<file path="src/rtl/charge_stage_sequencer_if.sv">
// Charge sequencer bus: host-side controls and measurements in, charger controls and status out.
// The sequencer uses the slave modport; the driving side uses master.
interface charge_stage_sequencer_if;
  logic       start;
  logic       stop;
  logic [7:0] battery_level;
  logic [7:0] voltage;
  logic       overcharge_alert;
  logic       fault_clear;
  logic       charge_en;
  logic [1:0] current_sel;
  logic [2:0] state;
  logic       charge_done;
  logic       fault;
  logic [1:0] fault_code;

  modport slave (
    input  start, stop, battery_level, voltage, overcharge_alert, fault_clear,
    output charge_en, current_sel, state, charge_done, fault, fault_code
  );

  modport master (
    output start, stop, battery_level, voltage, overcharge_alert, fault_clear,
    input  charge_en, current_sel, state, charge_done, fault, fault_code
  );
endinterface

</file>
<file path="src/rtl/charge_stage_sequencer.sv">
// Multi-stage charge sequencer: trickle (PRE), bulk (constant current) and taper (constant
// voltage), with a DONE hold and a latched FAULT state.
// Compile-time option STAGE_TIMEOUT_EN builds the per-stage timer and the timeout fault
// (code 10); without it no timer exists and timeout never fires.
module charge_stage_sequencer #(
  parameter logic [7:0]  LOW_LEVEL      = 8'd20,
  parameter logic [7:0]  HEALTHY_LEVEL  = 8'd80,
  parameter logic [7:0]  FULL_LEVEL     = 8'd100,
  parameter logic [7:0]  CV_VOLTAGE     = 8'd240,
  parameter logic [7:0]  RECHARGE_LEVEL = 8'd95,
  parameter int unsigned FULL_HOLD      = 16,
  parameter int unsigned TIMEOUT_CYCLES = 1000,
  parameter int unsigned TMR_W          = 16
) (
  input logic                     clk_i,
  input logic                     reset_i,
  charge_stage_sequencer_if.slave bus_io
);

  typedef enum logic [2:0] {
    StIdle  = 3'd0,
    StPre   = 3'd1,
    StBulk  = 3'd2,
    StTaper = 3'd3,
    StDone  = 3'd4,
    StFault = 3'd5
  } state_e;

  localparam int unsigned HoldW = (FULL_HOLD > 1) ? $clog2(FULL_HOLD) : 1;
  localparam logic [HoldW-1:0] HoldLast = HoldW'(FULL_HOLD - 1);

  localparam logic [1:0] CodeNone   = 2'b00;
  localparam logic [1:0] CodeOver   = 2'b01;
  localparam logic [1:0] CodeTime   = 2'b10;
  localparam logic [1:0] CodeSensor = 2'b11;

  state_e           state_q, state_d;
  logic [1:0]       code_q, code_d;
  logic [HoldW-1:0] hold_q, hold_d;
  logic             timeout;

  logic       charge_en_q, charge_en_d;
  logic [1:0] current_sel_q, current_sel_d;
  logic       charge_done_q, charge_done_d;
  logic       fault_q, fault_d;

  // Stage chosen when charging (re)starts, based purely on the present level.
  function automatic state_e entry_sel(logic [7:0] lvl);
    if (lvl < LOW_LEVEL) begin
      return StPre;
    end else if (lvl < HEALTHY_LEVEL) begin
      return StBulk;
    end else if (lvl < FULL_LEVEL) begin
      return StTaper;
    end
    return StDone;
  endfunction

`ifdef STAGE_TIMEOUT_EN
  localparam logic [TMR_W-1:0] TmrLast = TMR_W'(TIMEOUT_CYCLES - 1);
  localparam logic [TMR_W-1:0] TmrMax  = '1;

  logic [TMR_W-1:0] tmr_q, tmr_d;

  // Stage timer next value: restart on any state change, count (saturating) while charging.
  always_comb begin
    tmr_d = tmr_q;
    if (state_d != state_q) begin
      tmr_d = '0;
    end else if ((state_q == StPre || state_q == StBulk || state_q == StTaper) &&
                 (tmr_q != TmrMax)) begin
      tmr_d = tmr_q + 1'b1;
    end
  end

  // Stage timer register.
  always_ff @(posedge clk_i) begin
    if (reset_i) begin
      tmr_q <= '0;
    end else begin
      tmr_q <= tmr_d;
    end
  end

  assign timeout = (tmr_q == TmrLast);
`else
  logic [TMR_W-1:0] unused_tmr_cfg;
  assign unused_tmr_cfg = TMR_W'(TIMEOUT_CYCLES);
  assign timeout        = 1'b0;
`endif

  // Next-state, fault code and taper hold counter.
  always_comb begin
    state_d = state_q;
    code_d  = code_q;
    hold_d  = '0;
    case (state_q)
      StIdle: begin
        if (bus_io.overcharge_alert) begin
          state_d = StFault;
          code_d  = CodeOver;
        end else if (bus_io.start && !bus_io.stop) begin
          state_d = entry_sel(bus_io.battery_level);
        end
      end
      StPre, StBulk, StTaper, StDone: begin
        if (bus_io.overcharge_alert) begin
          state_d = StFault;
          code_d  = CodeOver;
        end else if (bus_io.battery_level > FULL_LEVEL) begin
          state_d = StFault;
          code_d  = CodeSensor;
        end else if (bus_io.stop) begin
          state_d = StIdle;
        end else if (timeout && (state_q != StDone)) begin
          state_d = StFault;
          code_d  = CodeTime;
        end else if (state_q == StPre) begin
          if (bus_io.battery_level >= LOW_LEVEL) state_d = StBulk;
        end else if (state_q == StBulk) begin
          if ((bus_io.battery_level >= HEALTHY_LEVEL) || (bus_io.voltage >= CV_VOLTAGE)) begin
            state_d = StTaper;
          end
        end else if (state_q == StTaper) begin
          // Count consecutive full cycles; the FULL_HOLD-th one completes the charge.
          if (bus_io.battery_level == FULL_LEVEL) begin
            if (hold_q == HoldLast) begin
              state_d = StDone;
            end else begin
              hold_d = hold_q + 1'b1;
            end
          end
        end else begin
          if (bus_io.battery_level < RECHARGE_LEVEL) begin
            state_d = entry_sel(bus_io.battery_level);
          end
        end
      end
      StFault: begin
        if (bus_io.fault_clear && !bus_io.overcharge_alert) begin
          state_d = StIdle;
          code_d  = CodeNone;
        end
      end
      default: state_d = StIdle;
    endcase
  end

  // Output decode from the next state so outputs change on the same edge as state.
  always_comb begin
    charge_en_d   = 1'b0;
    current_sel_d = 2'b00;
    charge_done_d = 1'b0;
    fault_d       = 1'b0;
    case (state_d)
      StPre: begin
        charge_en_d   = 1'b1;
        current_sel_d = 2'b01;
      end
      StBulk: begin
        charge_en_d   = 1'b1;
        current_sel_d = 2'b10;
      end
      StTaper: begin
        charge_en_d   = 1'b1;
        current_sel_d = 2'b11;
      end
      StDone:  charge_done_d = 1'b1;
      StFault: fault_d = 1'b1;
      default: ;
    endcase
  end

  // State, code, hold counter and registered outputs.
  always_ff @(posedge clk_i) begin
    if (reset_i) begin
      state_q       <= StIdle;
      code_q        <= CodeNone;
      hold_q        <= '0;
      charge_en_q   <= 1'b0;
      current_sel_q <= 2'b00;
      charge_done_q <= 1'b0;
      fault_q       <= 1'b0;
    end else begin
      state_q       <= state_d;
      code_q        <= code_d;
      hold_q        <= hold_d;
      charge_en_q   <= charge_en_d;
      current_sel_q <= current_sel_d;
      charge_done_q <= charge_done_d;
      fault_q       <= fault_d;
    end
  end

  assign bus_io.state       = state_q;
  assign bus_io.fault_code  = code_q;
  assign bus_io.charge_en   = charge_en_q;
  assign bus_io.current_sel = current_sel_q;
  assign bus_io.charge_done = charge_done_q;
  assign bus_io.fault       = fault_q;

endmodule

</file>
<file path="src/flat_wrapper.sv">
// flat-port wrapper written by rule: the top's interface ports become plain ports
module charge_stage_sequencer_flat 
#(
  parameter logic [7:0]  LOW_LEVEL      = 8'd20,
  parameter logic [7:0]  HEALTHY_LEVEL  = 8'd80,
  parameter logic [7:0]  FULL_LEVEL     = 8'd100,
  parameter logic [7:0]  CV_VOLTAGE     = 8'd240,
  parameter logic [7:0]  RECHARGE_LEVEL = 8'd95,
  parameter int unsigned FULL_HOLD      = 16,
  parameter int unsigned TIMEOUT_CYCLES = 1000,
  parameter int unsigned TMR_W          = 16
)
  (clk_i, reset_i, bus_io_start, bus_io_stop, bus_io_battery_level, bus_io_voltage, bus_io_overcharge_alert, bus_io_fault_clear, bus_io_charge_en, bus_io_current_sel, bus_io_state, bus_io_charge_done, bus_io_fault, bus_io_fault_code);
  charge_stage_sequencer_if bus_io_i ();
  input logic clk_i;
  input logic reset_i;
  input wire logic [$bits(bus_io_i.start)-1:0] bus_io_start;
  input wire logic [$bits(bus_io_i.stop)-1:0] bus_io_stop;
  input wire logic [$bits(bus_io_i.battery_level)-1:0] bus_io_battery_level;
  input wire logic [$bits(bus_io_i.voltage)-1:0] bus_io_voltage;
  input wire logic [$bits(bus_io_i.overcharge_alert)-1:0] bus_io_overcharge_alert;
  input wire logic [$bits(bus_io_i.fault_clear)-1:0] bus_io_fault_clear;
  output wire logic [$bits(bus_io_i.charge_en)-1:0] bus_io_charge_en;
  output wire logic [$bits(bus_io_i.current_sel)-1:0] bus_io_current_sel;
  output wire logic [$bits(bus_io_i.state)-1:0] bus_io_state;
  output wire logic [$bits(bus_io_i.charge_done)-1:0] bus_io_charge_done;
  output wire logic [$bits(bus_io_i.fault)-1:0] bus_io_fault;
  output wire logic [$bits(bus_io_i.fault_code)-1:0] bus_io_fault_code;
  assign bus_io_i.start = bus_io_start;
  assign bus_io_i.stop = bus_io_stop;
  assign bus_io_i.battery_level = bus_io_battery_level;
  assign bus_io_i.voltage = bus_io_voltage;
  assign bus_io_i.overcharge_alert = bus_io_overcharge_alert;
  assign bus_io_i.fault_clear = bus_io_fault_clear;
  assign bus_io_charge_en = bus_io_i.charge_en;
  assign bus_io_current_sel = bus_io_i.current_sel;
  assign bus_io_state = bus_io_i.state;
  assign bus_io_charge_done = bus_io_i.charge_done;
  assign bus_io_fault = bus_io_i.fault;
  assign bus_io_fault_code = bus_io_i.fault_code;
  charge_stage_sequencer #(.LOW_LEVEL(LOW_LEVEL), .HEALTHY_LEVEL(HEALTHY_LEVEL), .FULL_LEVEL(FULL_LEVEL), .CV_VOLTAGE(CV_VOLTAGE), .RECHARGE_LEVEL(RECHARGE_LEVEL), .FULL_HOLD(FULL_HOLD), .TIMEOUT_CYCLES(TIMEOUT_CYCLES), .TMR_W(TMR_W)) u_core (.clk_i(clk_i), .reset_i(reset_i), .bus_io(bus_io_i));
endmodule
</file>
<file path="config.mk">
export PLATFORM = sky130hd
export DESIGN_NAME = charge_stage_sequencer_flat
export DESIGN_NICKNAME = d
export VERILOG_FILES = /design/src/rtl/charge_stage_sequencer_if.sv /design/src/rtl/charge_stage_sequencer.sv /design/src/flat_wrapper.sv
export SDC_FILE = /design/constraint.sdc
export NUM_CORES = 1
export LEC_CHECK = 0
export ABC_AREA = 1
export CAP_MARGIN = 20
export CORE_MARGIN = 8
export CORE_UTILIZATION = 44
export CTS_CLUSTER_SIZE = 25
export DETAILED_ROUTE_END_ITERATION = 10
export PLACE_DENSITY_LB_ADDON = 0.08
export SETUP_SLACK_MARGIN = 0.3
export SYNTH_ARGS = -nofsm -noshare
export SYNTH_HDL_FRONTEND = slang
export SYNTH_SLANG_ARGS = --single-unit
</file>
<file path="constraint.sdc">
create_clock -name clk_i -period 1.76 [get_ports clk_i]
set_input_delay 0.352 -clock clk_i [delete_from_list [all_inputs] [get_ports clk_i]]
set_output_delay 0.352 -clock clk_i [all_outputs]
set_load 0.05 [all_outputs]
</file>
==> impl_metrics.tcl, run 1 <==
set metrics [dict create \
    clockRootBuffer "clkbuf_4" \
    ys_seq_area_share_pct 31.11 \
    placed_cell_area_sq_mm 0.001245 \
    post-dp-hpwl_um 1961 \
    synthAdderAreaFrac_pct 1.389 \
    vias_per_cell 4.793 \
    path_clk_slew_ps 90 \
    die_area_sq_mm 0.003752 \
    setup_viol 0 \
    fin_crit_ps 1532 \
    syn-num-nets 169 \
    critical_path_required_ps 1980 \
    syn_to_final_growth_pct 66.81 \
    stdcell_count 222 \
    cts_inserted_buffers 3 \
    arrival_ps 1750 \
    final_max_slew_viol_count 0 \
    start_kind "primary input" \
    route.detailed.drc 0 \
    first_global_vias 1053 \
    antenna_cells 0 \
    cts_tree "yes" \
    final_area_sq_mm 0.001503 \
    hold_buffers 0 \
    cellLeakagePower_nw 0.7316 \
    place_inst 207 \
    hp-class "reg -> reg" \
    drv_cap 0 \
    avgRoutedWirePerCell_um 12.26 \
    synth-compound-area-share_pct 15.28 \
    initial_core_util_pct 46.39 \
    num_rows 16 \
    nets 219 \
    die_h_um 61.25 \
    setup_tns_ps 0 \
    hold_viol_final 0 \
    yosys.area_share.simple_pct 37.92 \
    rsz0062_at_grt "true" \
    clock_path_buffers 2 \
    grtUsageTotal_pct 15.58 \
    relSlewSlack_pct 82.09 \
    grt_pass1_wl_um 4429 \
    drt-initial-drc-count 36 \
    critPathKind "in -> reg" \
    clock_latency_ps 280 \
    synthMuxAreaShare_pct 0 \
    ys_ff_latch 14 \
    die_w_um 61.25 \
    synth_top_family_by_area "simple AND/OR/NAND/NOR gates" \
    drive_gt1_share_pct 43.59 \
    syn_area_sq_um 900.9 \
    drt-total-wl_um 2721 \
    io_buffers 27 \
    clock.fmax_mhz 652.8 \
    synth.avg_cell_area_sq_um 6.170 \
    fin_crit_sh_pct 87.03 \
    vias 1064 \
    ys_warn_count 0 \
    cp-end-kind "register" \
    vdd_drop_max_uv 1138 \
    cts_sinks 14 \
    clock_skew_ps 9.017 \
    io-pin-count 32 \
    synth_xor_area_share_pct 0.9722 \
    powerDensity_mw_per_mm2 931.4 \
    grt-ovfl-total 0 \
    dr.pass1.iters 4 \
    synth.distinct_cells 24 \
    grt_max_degree 11 \
    place_congestion 0.8634 \
    worst_pin_slew_ps 268.6 \
    path_max_fanout 3 \
    antenna_found_initial 0 \
    synth_cells 146 \
    postRouteAntennaNets 0 \
    status "completed" \
    coreArea_sq_mm 0.001942 \
    htreeDepth 1 \
]
## worst max-delay path, cell delays in order
cell	delay, ps
dlygate4sd2_1	260
inv_1	80
nand2_2	70
nor2_4	160
nand2_2	100
a21oi_2	170
nand2_1	90
a21oi_2	140
o21ai_2	100
buf_4	140
a21oi_2	90
## repair_timing
item | 4_1_cts | 5_1_grt
endpoints found under the setup margin | 14 | 14
setup buffers | 8 | 3
pin swaps | 20 | 12
gates resized for setup | 39 | 24
## metrics by stage
step | worst slack (ps) | hold slack, ps | total power [mW] | utilization, %
2_1_floorplan | 246.4 | 417.9 | 0.8823 | -
3_3_place_gp | -283.4 | 431.6 | 1.075 | 64.11
3_5_place_dp | -330.3 | 438.6 | 1.080 | 64.11
4_1_cts | 196.4 | 486.4 | 1.344 | 72.74
5_1_grt | 118.1 | 507.1 | 1.491 | 77.38
6_report | 228.2 | 475.5 | 1.400 | 77.38
## cells in the final DEF, fill, tap and decap left out, types with 2 or more instances in the layout
| cell | count |
|---|---|
| nand2_2 | 13 |
| nor3_4 | 2 |
| nor2_1 | 15 |
| a21oi_2 | 9 |
| nand3_1 | 5 |
| buf_4 | 27 |
| dfxtp_1 | 9 |
| clkdlybuf4s50_1 | 6 |
| inv_1 | 21 |
| inv_2 | 7 |
| o21ai_0 | 3 |
| nand4_1 | 2 |
| dlygate4sd2_1 | 10 |
| nor2_2 | 4 |
| buf_6 | 2 |
| nor2_4 | 3 |
| clkbuf_4 | 3 |
| dfxtp_4 | 3 |
| dfxtp_2 | 2 |
| a21oi_1 | 3 |
| nand2_1 | 27 |
## metal layers
metal / track usage, % / part of all wire [%]
met5: 0 / 0
met2: 30.30 / 55
met3: 4.384 / 4.7
met1: 14.49 / 39
met4: 6.977 / 1.9
## cell usage after synthesis
cell type,number,area (sq um)
or4_4,1,11.26
o211ai_1,1,7.510
nor3_1,3,15.01
ha_1,1,12.51
inv_2,2,7.510
nand3_1,6,30.03
nand2_1,38,142.6
a21oi_2,2,17.52
o21ai_2,1,8.760
inv_1,27,101.4
nor3_4,1,16.27
o32ai_1,1,8.760
xor2_1,1,8.760
o21a_1,1,7.510
buf_6,1,11.26
a31oi_1,1,6.260
nor2_1,22,82.58
nand4_1,2,12.51
nor3b_2,1,12.51
o21ai_0,4,20.02
a21oi_1,11,55.05
o22ai_1,1,6.260
nand2_2,3,18.77
dfxtp_1,14,280.3
## power breakdown
part | internal (mW) | total [mW] | switching (mW)
Sequential | 0.377 | 0.428 | 0.0507
Clock | 0.0878 | 0.187 | 0.0995
Combinational | 0.293 | 0.785 | 0.492
## flip-flops by register name (all words and copies together) (netlist names)
signal	flops
u_core.bus_io.fault_code	2
u_core.bus_io.charge_done	1
u_core.hold_q	4
u_core.bus_io.state	3
u_core.bus_io.charge_en	1
u_core.bus_io.fault	1
u_core.bus_io.current_sel	2
## worst paths after layout
| kind | from | endpoint | slack [ps] | cells after the start |
|---|---|---|---|---|
| setup reg to reg | u_core.hold_q[1] | u_core.bus_io.current_sel[0] | 230 | 14 |
| hold reg to reg | u_core.bus_io.fault_code[0] | u_core.bus_io.fault_code[0] | 480 | 2 |
| hold / removal | u_core.bus_io.fault_code[0] | u_core.bus_io.fault_code[0] | 480 | 2 |
| setup / recovery | bus_io_battery_level[4] | u_core.bus_io.charge_en | 230 | 11 |
## logic make-up (layout without fill, tap and decap cells)
group	Yosys count	in the layout
AOI/OAI and AO/OA	23	23
DFF	14	14
adders and majority gates	1	1
xor gates and xnor gates	1	1
buffers and inverters	30	79
and+or+nand+nor	77	77
## layout make-up
type | instances | area (sq um)
clock buffer | 4 | 26.28
fill | 158 | 439.2
inverter | 29 | 113.9
multi-input combinational | 102 | 651.9
sequential | 14 | 294.0
tap | 27 | 33.78
timing repair buffer | 46 | 382.9
No activity file was read; power rests on OpenSTA's default activity.
==> inputs of run 2 (changes only) <==
--- a/config.mk
+++ b/config.mk
@@ -7,7 +7,8 @@
 export LEC_CHECK = 0
 export ABC_AREA = 1
 export CAP_MARGIN = 20
-export CORE_MARGIN = 8
+export CORE_ASPECT_RATIO = 1.1
+export CORE_MARGIN = 2
 export CORE_UTILIZATION = 44
 export CTS_CLUSTER_SIZE = 25
 export DETAILED_ROUTE_END_ITERATION = 10
==> run 2 against run 1 <==
Design area down 1.3%. Setup slack worse by 85 ps. Critical path depth up 2. Critical path type unchanged. Critical endpoint unchanged. Largest power group unchanged.
==> impl_metrics.tcl, run 2 (same netlist as run 1, synthesis figures left out) <==
set metrics [dict create \
    start_kind "primary input" \
    cts_tree "yes" \
    slowest_delay_ps 270 \
    relSlewSlack_pct 82.72 \
    die_w_um 47.14 \
    cp-end-kind "register" \
    cts_inserted_buffers 3 \
    fin_crit_sh_pct 91.86 \
    clock_latency_ps 280 \
    drt-total-wl_um 2481 \
    critical_path_required_ps 1980 \
    hp-class "in -> reg" \
    worst_pin_slew_ps 259.2 \
    syn_to_final_growth_pct 64.58 \
    largest_register_ff_count 4 \
    arrival_ps 1840 \
    final_max_slew_viol_count 0 \
    clock_skew_ps 12.75 \
    crit_buf_inv 3 \
    route.detailed.drc 0 \
    cellLeakagePower_nw 0.7368 \
    path_clk_slew_ps 90 \
    powerDensity_mw_per_mm2 964.0 \
    min_path_cells 3 \
    setup_viol 0 \
    top_layer "met4" \
    cp_slowest_cell "dlygate4sd2_1" \
    drv_cap 0 \
    path_max_fanout 3 \
    first_global_vias 1026 \
    die_h_um 51.46 \
    final_common_cell "nand2_1" \
    postRouteAntennaNets 0 \
    hold_ws_ps 487.7 \
    critPathTopFamily "simple AND/OR/NAND/NOR gates" \
    initial_core_util_pct 45.54 \
    vdd_drop_max_uv 979.0 \
    nets 220 \
    dr.pass1.iters 4 \
    num_rows 17 \
    coreArea_sq_mm 0.001978 \
    hold_viol_final 0 \
    fin_crit_ps 1617 \
    die_area_sq_mm 0.002426 \
    antenna_found_initial 0 \
    grt-ovfl-total 0 \
    met1_length_um 946 \
    met2WireLength_um 1362 \
    reg2reg_depth 10 \
    io-pin-count 32 \
    hold_buffers 0 \
    grt_pass1_wl_um 3836 \
    cp_common_cell "nand2_1" \
    crit_chain "dlygate4sd2_1 -> nand2_2 -> nand2_1 -> inv_1 -> nand2_1 -> a21oi_2 -> nor2_1 -> nand2_1 -> nand2_1 -> a21oi_2 -> o21ai_2 -> buf_4 -> a21oi_2" \
    critPathKind "in -> reg" \
    rsz0062_at_grt "true" \
    htreeDepth 1 \
    avgRoutedWirePerCell_um 11.08 \
    grt_max_degree 11 \
    antenna_cells 0 \
    fin_ws_ps 143.3 \
    clockRootBuffer "clkbuf_4" \
    finalPower_mw 1.429 \
    drive_gt1_share_pct 40.31 \
    cts_sinks 14 \
    clock_path_buffers 2 \
    place_congestion 0.9236 \
    io_buffers 27 \
    grtUsageTotal_pct 21.67 \
    clock.fmax_mhz 618.5 \
    post-dp-hpwl_um 1719 \
    vias 1074 \
    path_depth 13 \
    pre_cts_ws_ps -304.0 \
    final_cell_mix "nand2_1, buf_4, inv_1" \
    largest-register "u_core.hold_q" \
    status "completed" \
    route.met3.wl_um 112 \
    vias_per_cell 4.795 \
    drt-initial-drc-count 20 \
]
[run 2: changes by cell type in the layout (fill, tap and decap cells not counted), sizes merged]
cell	change
buf	+1
clkbuf	+1
clkdlybuf4s15	-1
[run 2: what timing repair did]
item / CTS / global route
buffers inserted: 8 / 5
cloned: 0 / 0
pin swaps: 21 / 11
setup endpoints to repair: 14 / 14
resized for setup: 39 / 14
endpoints found under the hold margin: 0 / 0
[run 2: worst paths after layout]
check / from / to / slack (ps)
worst max-delay path: bus_io_battery_level[5] / u_core.bus_io.charge_en / 140
worst max register to register: u_core.bus_io.state[0] / u_core.bus_io.charge_en / 150
worst min register to register: u_core.bus_io.fault_code[0] / u_core.bus_io.fault_code[0] / 490
worst min-delay path: reset_i / u_core.bus_io.fault_code[1] / 490
[run 2: per-layer routing]
layer | vias to the layer above | global-route usage, %
li1 | 561 | -
met1 | 477 | 22.25
met2 | 28 | 40.41
met3 | 8 | 5.654
met4 | 0 | 6.944
met5 | - | 0
[run 2: report_power, final]
part           leakage, nW  internal [mW]  switching (mW)
clock               0.0150         0.0879          0.0975
combinational        0.604          0.313           0.502
sequential           0.118          0.377          0.0518
total                0.737          0.778           0.651
[run 2: final cells by class]
cell class	instances	area [sq um]
fill	168	495.5
timing repair buffer	47	394.1
multi-input combinational	102	616.8
clock buffer	4	26.28
sequential	14	294.0
inverter	29	116.4
tap	28	35.03
[run 2: through the flow]
| step | cell area (sq um) | TNS [ps] | cells | util, % |
|---|---|---|---|---|
| 6_report | 1483 | 0 | 224 | 74.95 |
| 5_1_grt | 1483 | 0 | 224 | 74.95 |
| 2_1_floorplan | 917.1 | 0 | 146 | - |
| 3_3_place_gp | 1239 | -3054 | 207 | 62.62 |
| 3_5_place_dp | 1239 | -3219 | 207 | 62.62 |
| 4_1_cts | 1404 | 0 | 219 | 70.97 |
[run 2: worst reg2reg max path: cells and delay by family (launching register included)]
kind | cells | cell delay, ps
AOI/OAI and AO/OA | 4 | 420
buffers and inverters | 3 | 370
DFF | 1 | 390
and+or+nand+nor | 3 | 380
